==> src/rtl/flash_xip_pkg.sv <==
// Shared definitions for the XIP flash read controller.
//   state_t     : controller FSM states
//   CMD_READ    : SPI flash READ opcode sent at the start of every frame
//   FRAME_BITS  : total sck periods per read frame (cmd + addr + data)
//   DATA_BITS   : bits returned by the flash per frame
//   bytes_to_le : maps the serial receive order onto a little-endian word
package flash_xip_pkg;

  typedef enum logic [1:0] {
    IDLE  = 2'd0,
    SHIFT = 2'd1,
    RESP  = 2'd2
  } state_t;

  localparam logic [7:0] CMD_READ   = 8'h03;
  localparam int         FRAME_BITS = 64;
  localparam int         DATA_BITS  = 32;
  localparam int         BIT_CNT_W  = 7;
  localparam int         DIV_W      = 8;

  // The receive register fills MSB-first, so the first byte off the wire
  // lands in [31:24]. It belongs at the lowest byte address.
  function automatic logic [31:0] bytes_to_le(input logic [31:0] rx);
    return {rx[7:0], rx[15:8], rx[23:16], rx[31:24]};
  endfunction

endpackage

==> src/rtl/spi_sck_gen.sv <==
// SPI serial clock generator.
//   clock, reset : system clock, async active-high reset
//   enable       : run sck; when low sck is parked at 0 and the divider reloads
//   sck          : serial clock, low phase first, each phase CLK_DIV cycles
//   sck_rise     : high in the cycle whose closing edge drives sck 0->1
//   sck_fall     : high in the cycle whose closing edge drives sck 1->0
module spi_sck_gen
  import flash_xip_pkg::*;
#(
  parameter int unsigned CLK_DIV = 1
) (
  input  logic clock,
  input  logic reset,
  input  logic enable,
  output logic sck,
  output logic sck_rise,
  output logic sck_fall
);

  localparam logic [DIV_W-1:0] HALF_LOAD = DIV_W'(CLK_DIV - 1);

  logic [DIV_W-1:0] half_cnt;
  logic             tick;

  assign tick     = enable && (half_cnt == '0);
  assign sck_rise = tick && !sck;
  assign sck_fall = tick && sck;

  always_ff @(posedge clock or posedge reset) begin
    if (reset) begin
      half_cnt <= '0;
      sck      <= 1'b0;
    end else if (!enable) begin
      half_cnt <= HALF_LOAD;
      sck      <= 1'b0;
    end else if (tick) begin
      half_cnt <= HALF_LOAD;
      sck      <= !sck;
    end else begin
      half_cnt <= half_cnt - 1'b1;
    end
  end

endmodule

==> src/rtl/flash_xip_ctrl.sv <==
// Execute-in-place SPI flash read controller (mode 0, READ 0x03).
// Each accepted request issues one 64-period frame: opcode, word-aligned
// 24-bit address, then 32 data bits returned as a little-endian word.
//   clock, reset        : system clock, async active-high reset
//   req_valid/ready     : request handshake, req_addr = flash byte address
//   rsp_valid/ready     : response handshake, rsp_data = read word
//   sck, ss, mosi, miso : SPI pins, ss active-low
//
// state | meaning
// IDLE  | ss high, ready to accept a request
// SHIFT | ss low, frame shifting on sck
// RESP  | frame done, rsp_data held until consumed
module flash_xip_ctrl
  import flash_xip_pkg::*;
#(
  parameter int unsigned CLK_DIV = 1
) (
  input  logic        clock,
  input  logic        reset,
  input  logic        req_valid,
  output logic        req_ready,
  input  logic [23:0] req_addr,
  output logic        rsp_valid,
  input  logic        rsp_ready,
  output logic [31:0] rsp_data,
  output logic        sck,
  output logic        ss,
  output logic        mosi,
  input  logic        miso
);

  state_t                  state, state_nxt;
  logic [FRAME_BITS-1:0]   frame;
  logic [DATA_BITS-1:0]    rx;
  logic [BIT_CNT_W-1:0]    bit_cnt;
  logic                    sck_rise, sck_fall;
  logic                    accept, last_fall, in_data;

  spi_sck_gen #(.CLK_DIV(CLK_DIV)) u_sck_gen (
    .clock    (clock),
    .reset    (reset),
    .enable   (state == SHIFT),
    .sck      (sck),
    .sck_rise (sck_rise),
    .sck_fall (sck_fall)
  );

  assign req_ready = (state == IDLE) && !reset;
  assign accept    = req_valid && req_ready;
  // bit_cnt counts completed sck periods, so it reads 63 during the last one
  assign last_fall = sck_fall && (bit_cnt == BIT_CNT_W'(FRAME_BITS - 1));
  assign in_data   = bit_cnt >= BIT_CNT_W'(FRAME_BITS - DATA_BITS);

  always_ff @(posedge clock or posedge reset) begin
    if (reset) state <= IDLE;
    else       state <= state_nxt;
  end

  always_comb begin
    state_nxt = state;
    case (state)
      IDLE:    if (accept)    state_nxt = SHIFT;
      SHIFT:   if (last_fall) state_nxt = RESP;
      RESP:    if (rsp_ready) state_nxt = IDLE;
      default: state_nxt = IDLE;
    endcase
  end

  always_ff @(posedge clock or posedge reset) begin
    if (reset) begin
      frame   <= '0;
      rx      <= '0;
      bit_cnt <= '0;
    end else if (accept) begin
      frame   <= {CMD_READ, req_addr & ~24'h3, {DATA_BITS{1'b0}}};
      bit_cnt <= '0;
    end else if (state == SHIFT) begin
      if (sck_fall) begin
        frame   <= {frame[FRAME_BITS-2:0], 1'b0};
        bit_cnt <= bit_cnt + 1'b1;
      end
      if (sck_rise && in_data) rx <= {rx[DATA_BITS-2:0], miso};
    end
  end

  // The low half of the frame is zero, so mosi idles at 0 through the data phase.
  assign ss        = (state != SHIFT);
  assign mosi      = (state == SHIFT) && frame[FRAME_BITS-1];
  assign rsp_valid = (state == RESP);
  assign rsp_data  = bytes_to_le(rx);

endmodule
==> config.mk <==
export PLATFORM = sky130hd
export DESIGN_NAME = flash_xip_ctrl
export DESIGN_NICKNAME = d
export VERILOG_FILES = /design/src/rtl/flash_xip_pkg.sv /design/src/rtl/spi_sck_gen.sv /design/src/rtl/flash_xip_ctrl.sv
export SDC_FILE = /design/constraint.sdc
export NUM_CORES = 1
export LEC_CHECK = 0
export CORE_MARGIN = 2
export CORE_UTILIZATION = 45
export DETAILED_ROUTE_END_ITERATION = 10
export PLACE_DENSITY = 0.68
export SYNTH_ARGS = -nofsm -noshare
export SYNTH_HDL_FRONTEND = slang
export SYNTH_HIERARCHICAL = 1
export SYNTH_SLANG_ARGS = --single-unit
==> constraint.sdc <==
create_clock -name clock -period 3.2 [get_ports clock]
set_input_delay 0.32 -clock clock [delete_from_list [all_inputs] [get_ports clock]]
set_output_delay 0.32 -clock clock [all_outputs]
set_load 0.005 [all_outputs]
==> results of run 1 <==
==> logic make-up after synthesis <==
group	Yosys count	share of synthesized area, %
fa+ha+maj	3	1.073
buf+inv	26	4.115
mux	34	10.88
compound gates	64	9.983
xor+xnor	4	1.002
simple gates	109	15.71
flops	80	57.25
==> cell usage after synthesis, types with 2 or more instances <==
master and count:
inv_1 7, nand3_1 5, nor3b_1 2, nand3b_1 5, mux2i_1 2, nor3_1 4
clkbuf_1 7, xnor2_1 4, nor2_1 28, buf_6 4, nor4b_4 2, dfrtp_1 80
buf_4 3, or3_1 3, a21oi_1 50, ha_1 3, nand2_1 48, o21ai_0 6
buf_2 4, mux2_2 32, nand4_1 2
==> registers in the layout (all words and copies together) (netlist names) <==
| register | count |
|---|---|
| state | 2 |
| rx | 32 |
| u_sck_gen/half_cnt | 8 |
| frame | 30 |
| bit_cnt | 7 |
| u_sck_gen/sck | 1 |
==> final cells by class <==
| type | count | area (µm²) | share of cell area [%] |
|---|---|---|---|
| timing repair buffer | 70 | 683.2 | 15.60 |
| tap | 102 | 127.6 | 2.915 |
| inverter | 7 | 26.28 | 0.6002 |
| clock buffer | 9 | 123.9 | 2.829 |
| clock inverter | 6 | 61.31 | 1.400 |
| sequential | 80 | 2002 | 45.73 |
| multi-input combinational | 214 | 1354 | 30.92 |
==> report_power, final <==
group          switching [mW]  internal (mW)
combinational           0.709          0.759
sequential              0.219           1.33
clock                   0.360          0.353
==> worst max-delay path by stage <==
| stage | start | end | slack, ns | cells after the start |
|---|---|---|---|---|
| floorplan | u_sck_gen/half_cnt[0] | rx[0] | 0.90 | 9 |
| global placement | u_sck_gen/half_cnt[0] | rx[26] | 0.71 | 8 |
| detailed placement | u_sck_gen/half_cnt[0] | rx[23] | 0.69 | 8 |
| CTS | u_sck_gen/half_cnt[0] | rx[4] | 0.68 | 8 |
| global route | u_sck_gen/half_cnt[0] | rx[24] | 0.50 | 8 |
| finish | u_sck_gen/half_cnt[0] | rx[4] | 0.69 | 8 |
==> layer usage <==
| layer | vias to the layer above | routed length (µm) | track usage (%) |
|---|---|---|---|
| met2 | 43 | 3050 | 26.84 |
| met5 | - | 0 | 0 |
| met4 | 0 | 104 | 7.090 |
| met3 | 7 | 225 | 3.780 |
| met1 | 1201 | 3089 | 22.31 |
| li1 | 1216 | - | - |
==> through the flow <==
step	hold WS [ns]	util (%)	instance area, µm²	instances
2_1_floorplan	0.1479	-	3497	320
4_1_cts	0.4110	57.55	4378	488
3_3_place_gp	0.4435	55.12	4193	473
5_1_grt	0.4799	57.55	4378	488
6_report	0.4179	57.55	4378	488
3_5_place_dp	0.4654	55.12	4193	473
==> results.json, run 1 <==
{
  "initial_core_util_pct": 45.97,
  "holdBufCountCts": 0,
  "drtIter0Drc": 143,
  "insertion_delay_ns": 0.35,
  "slowest_delay_ns": 0.47,
  "r2r_start": "u_sck_gen/half_cnt[0]",
  "async_flop_share_pct": 100.0,
  "max_freq_mhz": 398.8,
  "worstHoldPathType": "input pin to async pin",
  "die_x_um": 92.16,
  "ys_types": 40,
  "crit_path_cell_trace": "inv_1 -> ha_1 -> or3b_1 -> nor4b_4 -> o21ai_0 -> nor2_2 -> buf_4 -> mux2_2",
  "fill_cells": 676,
  "fin_tns_setup_ns": 0,
  "cts.repair.resized": 0,
  "grt_pass1_vias": 2504,
  "wl_per_cell_um": 13.26,
  "setup.worst_path.end_class": "flop",
  "area_growth_pct": 25.19,
  "detail-route-antenna-nets": 0,
  "cp_slowest_cell": "or3b_1",
  "cpLargestDelayFamily": "simple AND/OR/NAND/NOR gates",
  "path_clk_slew_ns": 0.08,
  "yosysTopAreaCell": "dfrtp_1",
  "antenna_cells": 0,
  "path_max_fanout": 32,
  "vias": 2467,
  "grt_setup_unrepaired": "false",
  "drv_slew": 0,
  "power.total_mw": 3.728,
  "grt_pass1_wl_um": 11380,
  "post_cts_buffers": 0,
  "synth_cells": 320,
  "syn_avg_cell_area_um2": 10.93,
  "critPathLaunchType": "flop",
  "port_buffers": 63,
  "worst_slew_pin_slew_ns": 0.9256,
  "final_cell_mix": "dfrtp_1, clkdlybuf4s50_1, a21oi_1, nand2_1, mux2_2",
  "path_class": "flop to flop",
  "grt-ovfl-total": 0,
  "drt_wl_total_um": 6470,
  "post-route-period-util_pct": 78.36,
  "crit_required_ns": 3.43,
  "antenna_found_initial": 0,
  "place_hpwl_um": 4229,
  "r2r_cells": 8,
  "synth_ff_type": "dfrtp_1",
  "cp.arrival_ns": 2.74,
  "outcome": "finished clean",
  "grt_max_degree": 37,
  "cts_max_level": 3,
  "layout_commonest_cell": "dfrtp_1",
  "rows": 32,
  "r2r_setup_slack_ns": 0.69,
  "cts_tree": "done",
  "cts_made_buffers": 9,
  "dieArea_um2": 8493,
  "grtUsageTotal_pct": 16.84,
  "ios": 66,
  "cts_sinks": 80,
  "drive_above_1_share_pct": 16.06,
  "min_period_ns": 2.507,
  "hold_violations": 0,
  "gp_congestion": 0.7699,
  "leakage_nw": 1.955,
  "r2r-end": "rx[4]",
  "clockBufferDepth": 2,
  "synth_fp_nets": 352,
  "setup_ws_ns": 0.6926,
  "drc": 0,
  "slew-limit-headroom_pct": 38.29,
  "pre_cts_ws_ns": 0.6901,
  "cts_root_buf": "clkbuf_8",
  "synth-edff-count": 0,
  "vdd_drop_max_uv": 551.3,
  "setup_viol": 0,
  "power.density_nw_per_um2": 851.6,
  "synthTopCellsByArea": "dfrtp_1, mux2_2, a21oi_1, nand2_1, nor2_1",
  "first_pass_iters": 4,
  "ys_ff_latch": 80,
  "die_h_um": 92.16,
  "ys_seq_area_share_pct": 57.25,
  "cap_violations": 0,
  "yosysWarnings": 6,
  "cp_num_buf_inv": 2,
  "netlist_area_um2": 3497,
  "vias_per_cell": 5.055,
  "synth_top_area_share_pct": 57.25,
  "skew_ns": 0.009441,
  "final_nets": 414,
  "design.core.area_um2": 7607
}
No activity file was read; power rests on OpenSTA's default activity.
==> run 2, diff against run 1 <==
PLACE_DENSITY = 0.7   (was 0.68)
clock period = 2.2 ns   (was 3.2 ns; I/O delays follow)
==> run 2 against run 1 <==
Effect of this change:
- the run now ends with negative setup slack left
- worst setup slack got worse by 0.79 ns
- sequential power up 45%
- sequential share of layout area fell by 4.9 points
- core utilization grew 6.9 points
- critical path type unchanged
- critical endpoint is now rx[16]
- largest cell class unchanged
==> results.json, run 2 (synthesized netlist as in run 1, its figures left out) <==
{
  "p_sw_mw": 2.170,
  "cts_made_buffers": 9,
  "antenna_cells": 0,
  "p_int_mw": 4.451,
  "max_freq_mhz": 435.6,
  "drive_above_1_share_pct": 24.45,
  "vias": 2582,
  "pwr-share-seq_pct": 34.1,
  "leakage_nw": 2.197,
  "grtUsageTotal_pct": 18.01,
  "setup_viol": 63,
  "detail-route-antenna-nets": 0,
  "rows": 32,
  "failed_checks": "negative setup slack",
  "vias_per_cell": 5.053,
  "die_x_um": 92.16,
  "final_util_pct": 64.46,
  "grt_pass1_vias": 2515,
  "grt_pass1_wl_um": 12170,
  "critPathLaunchType": "flop",
  "ios": 66,
  "place_hpwl_um": 4505,
  "top_regs": "rx (32), frame (30), u_sck_gen/half_cnt (8)",
  "cts_root_buf": "clkbuf_8",
  "first_pass_iters": 4,
  "drc": 0,
  "power.total_mw": 6.621,
  "initial_core_util_pct": 45.97,
  "min_period_ns": 2.296,
  "final_nets": 436,
  "cts_tree": "done",
  "crit_required_ns": 2.43,
  "drtIter0Drc": 126,
  "slew-limit-headroom_pct": 62.35,
  "combPwrFrac_pct": 46.3,
  "grt_setup_unrepaired": "true",
  "hold_violations": 0,
  "design.core.area_um2": 7607,
  "vdd_drop_max_uv": 757.7,
  "post-route-period-util_pct": 104.3,
  "setup.worst_path.end_class": "flop",
  "pre_cts_ws_ns": -0.09258,
  "drv_slew": 0,
  "final_cell_mix": "dfrtp_1, clkdlybuf4s50_1, nand2_1, a21oi_1",
  "cts_max_level": 3,
  "area_growth_pct": 40.21,
  "wl_per_cell_um": 14.83,
  "clockBufferDepth": 2,
  "insertion_delay_ns": 0.34,
  "power.density_nw_per_um2": 1350,
  "layout_commonest_cell": "dfrtp_1",
  "switching_share_pct": 32.78,
  "antenna_found_initial": 0,
  "path_class": "flop to flop",
  "skew_ns": 0.008380,
  "dpl_cell_area_um2": 4300,
  "path_clk_slew_ns": 0.08,
  "worst_slew_pin_slew_ns": 0.5648,
  "cp.arrival_ns": 2.53,
  "gp_congestion": 0.7636,
  "grt-ovfl-total": 0,
  "worstHoldPathType": "input pin to async pin",
  "design_area_um2": 4903,
  "cts_sinks": 80,
  "die_h_um": 92.16,
  "port_buffers": 63,
  "cap_violations": 0,
  "grt_max_degree": 46,
  "setup_ws_ns": -0.09560,
  "path_max_fanout": 8,
  "drt_wl_total_um": 7578,
  "regMostFlops": "rx",
  "outcome": "finished, violations left",
  "largest_reg_flops": 32,
  "dieArea_um2": 8493,
  "clkPwrFrac_pct": 19.7
}
==> run 2: changes by cell type in the layout (fill, tap and decap cells not counted), sizes merged <==
cell,change
buf,+19
bufinv,+2
clkbuf,+5
clkinv,-2
clkinvlp,-1
==> run 2: layout make-up <==
cell class / count / area, µm²
Multi-Input combinational cell: 214 / 1520
Sequential cell: 80 / 2002
Timing Repair Buffer: 92 / 982.2
Fill cell: 594 / 2704
Inverter: 7 / 26.28
Clock inverter: 5 / 103.9
Tap cell: 102 / 127.6
Clock buffer: 11 / 141.4
==> run 2: critical path: stages, from the launching register on <==
cell and delay (ns):
dfrtp_1 0.41, inv_2 0.09, ha_4 0.13, or3b_4 0.40, nor4b_4 0.29, o21ai_2 0.11
nor2_4 0.13, buf_12 0.14, buf_12 0.13, mux2_2 0.34
==> run 2: routing by layer <==
layer  routed length [µm]  track usage [%]  up-vias
met5                    0                0        -
li1                     -                -     1264
met1                 3614            26.17     1264
met3                  189            3.369        8
met2                 3675            27.21       46
met4                   98            6.343        0
==> run 2: repair_timing <==
item | in CTS | in global routing
pin swaps | 3 | 27
gates resized for setup | 6 | 43
setup endpoints to repair | 33 | 69
gates cloned | 2 | 3
setup buffers | 1 | 5
hold buffers | 0 | 0
==> run 2: path summary, 6_finish.rpt <==
check | start | end | slack, ns | cells past startpoint
max reg2reg | u_sck_gen/half_cnt[1] | rx[16] | -0.1 | 9
min reg2reg | frame[57] | frame[57] | 0.50 | 2
max in group asynchronous | reset | frame[59] | 1.30 | 3
min | reset | u_sck_gen/sck | 0.34 | 2
min in group clock | req_addr[2] | frame[34] | 0.40 | 3
max | u_sck_gen/half_cnt[1] | rx[16] | -0.1 | 9
==> run 2: metrics by stage <==
step / hold slack, ns / cells / TNS [ns]
after CTS: 0.3369 / 503 / -0.1716
final: 0.3366 / 511 / -3.247
after detailed placement: 0.4794 / 484 / -2.452
after floorplan: 0.04792 / 320 / -1.140
after global routing: 0.3716 / 511 / -9.230
after global placement: 0.4789 / 484 / -1.671
==> run 2: power by group through the flow <==
| stage | combinational [mW] | sequential, mW | clock [mW] |
|---|---|---|---|
| after floorplan | 1.50 | 2.21 | 0 |
| after global placement | 2.23 | 2.24 | 0 |
| after detailed placement | 2.29 | 2.26 | 0 |
| after CTS | 2.56 | 2.24 | 1.32 |
| after global routing | 3.32 | 2.32 | 1.39 |
| final | 3.06 | 2.25 | 1.30 |
==> run 3, diff against run 2 <==
CORE_UTILIZATION = 47   (was 45)
PLACE_DENSITY = 0.73   (was 0.7)
SLEW_MARGIN = 20   (was unset)
==> run 3 against run 2 <==
Effect of this change:
- the flow still finishes with violations (negative setup slack)
- worst hold slack worse by 0.0021 ns
- via count up 2.0%
- global-route usage up 1.4 points
- non-clock buffer count unchanged
- maximum frequency down 1.8%
- cell area down 2.1%
- critical path depth down 1
- clock skew up 0.0033 ns
- sequential cell count unchanged
- final cell count down 0.59%
- power down 4.9%
- critical path type unchanged
- critical endpoint is now rx[28]
==> results.json, run 3 (synthesized netlist as in run 1, its figures left out) <==
{
  "die_x_um": 90.26,
  "grt_pass1_vias": 2623,
  "pre_cts_ws_ns": -0.1312,
  "cap_violations": 0,
  "worst_slew_pin_slew_ns": 0.4793,
  "crit_required_ns": 2.43,
  "setup_ws_ns": -0.1382,
  "final_cell_mix": "dfrtp_1, clkdlybuf4s50_1, a21oi_1, nand2_1, mux2_4",
  "setup.worst_path.end_class": "flop",
  "cts_tree": "done",
  "path_max_fanout": 8,
  "leakage_nw": 2.175,
  "largest_reg_flops": 32,
  "whs_ns": 0.3345,
  "top_layer": "met4",
  "hold_violations": 0,
  "grt_max_degree": 34,
  "worstHoldPathType": "input pin to async pin",
  "cts_max_level": 3,
  "cp.arrival_ns": 2.57,
  "place_hpwl_um": 4677,
  "wl_per_cell_um": 15.52,
  "drv_slew": 0,
  "min_period_ns": 2.338,
  "clockBufferDepth": 2,
  "regMostFlops": "rx",
  "holdBufCountCts": 0,
  "layout_commonest_cell": "dfrtp_1",
  "detail-route-antenna-nets": 0,
  "power.density_nw_per_um2": 1311,
  "dr_wl_met2_um": 3786,
  "drc": 0,
  "cts_sinks": 80,
  "insertion_delay_ns": 0.35,
  "ios": 66,
  "skew_ns": 0.01166,
  "max_freq_mhz": 427.7,
  "first_pass_iters": 4,
  "outcome": "finished, violations left",
  "drt_wl_total_um": 7883,
  "power.total_mw": 6.296,
  "final_util_pct": 66.55,
  "grt-ovfl-total": 0,
  "critPathLaunchType": "flop",
  "area_growth_pct": 37.28,
  "antenna_found_initial": 0,
  "grt_setup_unrepaired": "true",
  "dr_wl_met3_um": 293,
  "vias": 2634,
  "antenna_cells": 0,
  "m1WireLength_um": 3664,
  "fill_cells": 583,
  "grt_pass1_wl_um": 12760,
  "drtIter0Drc": 170,
  "initial_core_util_pct": 48.47,
  "failed_checks": "negative setup slack",
  "r2r_setup_slack_ns": -0.14,
  "gp_congestion": 0.7456,
  "path_class": "flop to flop",
  "fin_tns_setup_ns": -3.780,
  "drive_above_1_share_pct": 22.49,
  "rows": 31,
  "cts_root_buf": "clkbuf_8",
  "vdd_drop_max_uv": 815.2,
  "top_regs": "rx (32), frame (30), u_sck_gen/half_cnt (8)",
  "grtUsageTotal_pct": 19.46,
  "slew-limit-headroom_pct": 67.80,
  "design.core.area_um2": 7214,
  "cts_made_buffers": 9,
  "port_buffers": 63,
  "final_nets": 436,
  "die_h_um": 90.26,
  "path_clk_slew_ns": 0.09,
  "post-route-period-util_pct": 106.3,
  "dieArea_um2": 8147,
  "vias_per_cell": 5.185,
  "setup_viol": 33
}
[run 3: cell count changes in the layout (fill, tap and decap cells not counted), moves of 2 or more]
cell / before / now
bufinv_16: 3 / 1
clkinv_2: 1 / 3
a21oi_2: 7 / 0
a21oi_1: 43 / 50
buf_16: 2 / 0
mux2_4: 26 / 32
mux2_2: 6 / 0
buf_8: 0 / 2
[run 3: final timing paths]
path	start	to	cells past startpoint
worst max-delay path	u_sck_gen/half_cnt[0]	rx[28]	8
max in group asynchronous	reset	frame[58]	3
worst min register to register	frame[54]	frame[55]	2
worst min-delay path	reset	u_sck_gen/half_cnt[4]	2
min in group clock	req_addr[2]	frame[34]	3
worst max register to register	u_sck_gen/half_cnt[0]	rx[28]	8
[run 3: routing by layer]
layer  global-route usage (%)  vias to the layer above
met3                    2.922                       12
li1                         -                     1264
met2                    31.39                       65
met1                    26.37                     1293
met5                        0                        -
met4                    8.462                        0
[run 3: power breakdown]
| group | switching [mW] | leakage [nW] | internal [mW] |
|---|---|---|---|
| combinational | 1.31 | 1.01 | 1.60 |
| clock | 0.527 | 0.109 | 0.585 |
| sequential | 0.340 | 1.05 | 1.93 |
[run 3: worst max-delay path, stage by stage, from the launching register on]
cell and delay (ns):
dfrtp_1 0.39, inv_2 0.09, ha_4 0.12, or3b_4 0.40
nor4b_4 0.31, o21ai_2 0.11, nor2_4 0.26, clkbuf_16 0.23
mux2_4 0.30
[run 3: repair_timing]
| item | CTS | global route |
|---|---|---|
| resized for setup | 7 | 45 |
| gates cloned | 2 | 2 |
| setup endpoints to repair | 55 | 69 |
| pin swaps | 3 | 2 |
| buffers inserted | 4 | 4 |
[run 3: through the flow]
step | instances | cell area, µm²
2_1_floorplan | 320 | 3503
3_3_place_gp | 483 | 4324
3_5_place_dp | 483 | 4324
4_1_cts | 505 | 4634
5_1_grt | 508 | 4801
6_report | 508 | 4801
[run 3: final cells by class]
cell class                 count  area, µm²  area share, %
sequential                    80       2002          41.70
multi-input combinational    214       1504          31.33
timing repair buffer          92      939.7          19.57
clock buffer                  11      151.4          3.154
tap                           99      123.9          2.580
clock inverter                 5      53.80          1.121
inverter                       7      26.28         0.5473
